File: config.mk
export PLATFORM = sky130hd
export DESIGN_NAME = fba_alu_flat
export DESIGN_NICKNAME = d
export VERILOG_FILES = /design/src/rtl/fba_pkg.sv /design/src/rtl/fba_alu_if.sv /design/src/rtl/fba_full_adder.sv /design/src/rtl/fba_alu.sv /design/src/flat_wrapper.sv
export SDC_FILE = /design/constraint.sdc
export NUM_CORES = 1
export LEC_CHECK = 0
export CAP_MARGIN = 20
export CORE_AREA = 3 3 40 42
export DETAILED_ROUTE_END_ITERATION = 6
export DIE_AREA = 0 0 43 45
export PLACE_DENSITY = 0.37
export SLEW_MARGIN = 20
export SYNTH_ARGS = -nofsm -noshare
export SYNTH_HDL_FRONTEND = slang
export SYNTH_SLANG_ARGS = --single-unit
File: constraint.sdc
create_clock -name clk -period 2.2 [get_ports clk]
set_input_delay 0.44 -clock clk [delete_from_list [all_inputs] [get_ports clk]]
set_output_delay 0.44 -clock clk [all_outputs]
set_load 0.01 [all_outputs]
File: src/rtl/fba_pkg.sv
// rtl/fba_pkg.sv - shared function encoding for the bit-serial FBA ALU
package fba_pkg;

  localparam int FBA_FUNC_W = 3;

  typedef enum logic [FBA_FUNC_W-1:0] {
    XOR    = 3'd0,
    XNOR   = 3'd1,
    SUM    = 3'd2,
    NOT    = 3'd3,
    AND    = 3'd4,
    OR     = 3'd5,
    CARRY  = 3'd6,
    BUFFER = 3'd7
  } fba_func_t;

endpackage

File: src/rtl/fba_alu_if.sv
// rtl/fba_alu_if.sv - serial operand/result bundle for fba_alu; FBA_ALU_CLR_EN adds clr
interface fba_alu_if
  import fba_pkg::*;
  ();

  logic                  A;
  logic                  B;
  // Plain vector rather than the enum so an undriven/X select stays observable.
  logic [FBA_FUNC_W-1:0] func;
  logic                  out;
  logic                  c_out;
`ifdef FBA_ALU_CLR_EN
  logic                  clr;
`endif

  modport master (
    output A, B, func,
`ifdef FBA_ALU_CLR_EN
    output clr,
`endif
    input  out, c_out
  );

  modport slave (
    input  A, B, func,
`ifdef FBA_ALU_CLR_EN
    input  clr,
`endif
    output out, c_out
  );

endinterface

File: src/rtl/fba_full_adder.sv
// rtl/fba_full_adder.sv - combinational 1-bit full adder cell (sum s, carry g)
module fba_full_adder (
  input  logic a_i,
  input  logic b_i,
  input  logic cin_i,
  output logic s_o,
  output logic g_o
);

  logic p;

  assign p   = a_i ^ b_i;
  assign s_o = p ^ cin_i;
  assign g_o = (a_i & b_i) | (p & cin_i);

endmodule

File: src/rtl/fba_alu.sv
// rtl/fba_alu.sv - bit-serial function-block ALU with a chained carry flop
// FBA_ALU_CLR_EN: adds a synchronous carry clear input on the interface.
module fba_alu
  import fba_pkg::*;
(
  input  logic      clk,
  input  logic      rst,
  fba_alu_if.slave  bus
);

  logic c_q;
  logic c_d;
  logic s;
  logic g;
  logic out_w;

  fba_full_adder u_fa (
    .a_i   (bus.A),
    .b_i   (bus.B),
    .cin_i (c_q),
    .s_o   (s),
    .g_o   (g)
  );

  // A zero-bit load cycle yields g=0, so the carry self-clears between words.
  always_comb begin
    c_d = g;
`ifdef FBA_ALU_CLR_EN
    if (bus.clr) begin
      c_d = 1'b0;
    end
`endif
  end

  always_ff @(posedge clk or negedge rst) begin
    if (!rst) begin
      c_q <= 1'b0;
    end else begin
      c_q <= c_d;
    end
  end

  // Unmatched (including X) selects fall to the default and output 0.
  always_comb begin
    out_w = 1'b0;
    case (bus.func)
      XOR:     out_w = bus.A ^ bus.B;
      XNOR:    out_w = ~(bus.A ^ bus.B);
      SUM:     out_w = s;
      NOT:     out_w = ~bus.A;
      AND:     out_w = bus.A & bus.B;
      OR:      out_w = bus.A | bus.B;
      CARRY:   out_w = g;
      BUFFER:  out_w = bus.A;
      default: out_w = 1'b0;
    endcase
  end

  assign bus.out   = out_w;
  assign bus.c_out = c_q;

endmodule

File: src/flat_wrapper.sv
// flat-port wrapper written by rule: the top's interface ports become plain ports
module fba_alu_flat import fba_pkg::*;
  (clk, rst, bus_A, bus_B, bus_func, bus_out, bus_c_out);
  fba_alu_if bus_i ();
  input  logic clk;
  input  logic rst;
  input wire logic [$bits(bus_i.A)-1:0] bus_A;
  input wire logic [$bits(bus_i.B)-1:0] bus_B;
  input wire logic [$bits(bus_i.func)-1:0] bus_func;
  output wire logic [$bits(bus_i.out)-1:0] bus_out;
  output wire logic [$bits(bus_i.c_out)-1:0] bus_c_out;
  assign bus_i.A = bus_A;
  assign bus_i.B = bus_B;
  assign bus_i.func = bus_func;
  assign bus_out = bus_i.out;
  assign bus_c_out = bus_i.c_out;
  fba_alu u_core (.clk(clk), .rst(rst), .bus(bus_i));
endmodule
==> flow_summary.ini <==
[timing]
max_freq_ghz = 0.468
skew_ns = 0
setup_slack_ns = 0.0614
setup_viol = 0
hold_viol = 0
period_share_pct = 97.2
worst_pin_slew_ns = 0.219
fin_crit_ns = 2.14
tns_ns = 0
rsz0062_at_grt = yes
maxSlewHeadroom_pct = 85.4
slew_violations = 0

[power_and_ir_drop]
switching_share_pct = 26.4
internal_power_uw = 59.9
p_switching_uw = 21.5
max-vdd-ir-drop_uv = 150
power_frac_clock_pct = 0
seqPwrFrac_pct = 26.3
leakagePower_uw = 0.000150
pwr-share-comb_pct = 73.7
p_per_area_nw_per_um2 = 276

[worst_setup_path]
cp-end-kind = primary output
crit_start = bus_A
arrival_ns = 1.70
critPathLaunchType = primary input
ff2ff_setup_slack_ns = 1.15
r2r_end = u_core.bus.c_out$_DFF_PN0_
endpoint = bus_out
path_class = in2out
crit_fanout = 3
critPathRequiredTime_ns = 1.76
rr_startpoint = u_core.bus.c_out$_DFF_PN0_
ff2ff_path_depth = 4

[yosys]
synth_top_family_by_area = multiplexers
synth_seq_cells = 1
synth_xor_area_share_pct = 5.65
yosys_warnings = 0
avgSynthCellArea_um2 = 10.3
synthMuxAreaShare_pct = 33.9
synth_nets = 25
synth-simple-area-share_pct = 0
yosysSeqAreaShare_pct = 16.1
synth-adder-area-share_pct = 29.0
syn_area_um2 = 155
synth-compound-area-share_pct = 0
netlist_instances = 15
ys_types = 8

[route]
vias_per_cell = 3.24
drt-pass1-iter-count = 1
drt_iter0_markers = 0
vias = 136
drc = 0
avgRoutedWirePerCell_um = 7.50
wirelength_um = 315
antenna_left = 0

[final_layout]
diodes = 0
syn2layout_area_growth_pct = 90.3
n_fill_cell = 137
final_cell_mix = buf_4 (5), clkdlybuf4s50_1 (4), inv_1 (3), mux2i_1 (3)
layout-drive-gt1-share_pct = 40.7
fin_nets = 39
largest_reg_flops = 1
multi_input_area_um2 = 106
regArea_um2 = 25.0
mostFrequentLayoutCell = buf_4

[floorplanning]
start_util_pct = 12.1
ioPinCount = 9
row_count = 13
die_h_um = 45
core_um2 = 1280
dieArea_um2 = 1940
die_w_um = 43

[global_route]
grt.overflow.total = 0
grt_pass1_wl_um = 607
grt_max_degree = 5
antenna_found_initial = 0
grt_usage_pct = 3.83
grt_pass1_vias = 152

[placement]
numPortBuffers = 8
gp_congestion = 0.726
place_ws_ns = -0.741

[clock_tree]
path_clk_slew_ns = 0
insertion_delay_ns = 0
cts_hold_repair.buffers = 0

[min_path]
min_path_type = in2async

[status]
status = complete, no violations

[run]
max-cap-violations = 0
synthesized netlist by cell type (all sizes together):
master  instances  area share [%]
clkbuf          1             3.2
dfrtp           1              16
fa              1              13
ha              2              16
inv             5              12
mux2i           3              19
mux4            1              15
xor2            1             5.6
worst min path at each step:
stage | from | end | slack, ns | cells past startpoint
floorplan | rst | u_core.bus.c_out$_DFF_PN0_ | 0.14 | 0
global placement | rst | u_core.bus.c_out$_DFF_PN0_ | 0.59 | 1
detailed placement | rst | u_core.bus.c_out$_DFF_PN0_ | 0.59 | 1
CTS | rst | u_core.bus.c_out$_DFF_PN0_ | 0.59 | 1
global route | rst | u_core.bus.c_out$_DFF_PN0_ | 0.60 | 1
finish | rst | u_core.bus.c_out$_DFF_PN0_ | 0.59 | 1
layer usage:
layer | track usage, % | up-vias | part of all wire, %
li1 | - | 71 | -
met1 | 5.80 | 56 | 50
met2 | 6.59 | 9 | 38
met3 | 0 | 0 | 11
met4 | 0 | 0 | 0
met5 | 0 | - | 0
power by group through the flow:
stage | sequential [µW] | combinational, µW | clock, µW
final | 21.4 | 60.0 | 0
after detailed placement | 21.4 | 57.0 | 0
after CTS | 21.5 | 56.5 | 0
after floorplan | 22.4 | 23.7 | 0
after global routing | 21.8 | 67.9 | 0
after global placement | 21.5 | 56.6 | 0
cells by family after synthesis:
kind of cell               count (synthesis)
xor gates and xnor gates                   1
buffers and inverters                      6
adders and majority gates                  3
muxes                                      4
DFF                                        1
area by class of cell:
| class | count | share of cell area [%] |
|---|---|---|
| Timing Repair Buffer | 13 | 41.9 |
| Multi-Input combinational cell | 8 | 36.0 |
| Sequential cell | 1 | 8.47 |
| Inverter | 5 | 7.20 |
| Tap cell | 15 | 6.36 |
worst max-delay path, stage by stage:
cell and delay (ns):
buf_8 0.08, inv_4 0.03, fa_1 0.49, mux2i_1 0.06
mux4_2 0.46, buf_6 0.14
timing repair:
item | 4_1_cts | 5_1_grt
cloned | 0 | 0
setup buffers | 0 | 1
gates resized for setup | 16 | 4
endpoints found under the setup margin | 1 | 1
pin swaps | 0 | 1
per-stage QoR:
stage / power (µW) / hold WS [ns] / cell area (µm²) / utilization (%) / cells
2_1_floorplan: 46.1 / 0.144 / 155 / - / 15
3_3_place_gp: 78.2 / 0.589 / 279 / 21.7 / 41
3_5_place_dp: 78.5 / 0.592 / 279 / 21.7 / 41
4_1_cts: 78.0 / 0.592 / 269 / 20.9 / 41
5_1_grt: 89.8 / 0.599 / 295 / 23.0 / 42
6_report: 81.4 / 0.589 / 295 / 23.0 / 42
Note: power is estimated with default switching activity, not from simulation.
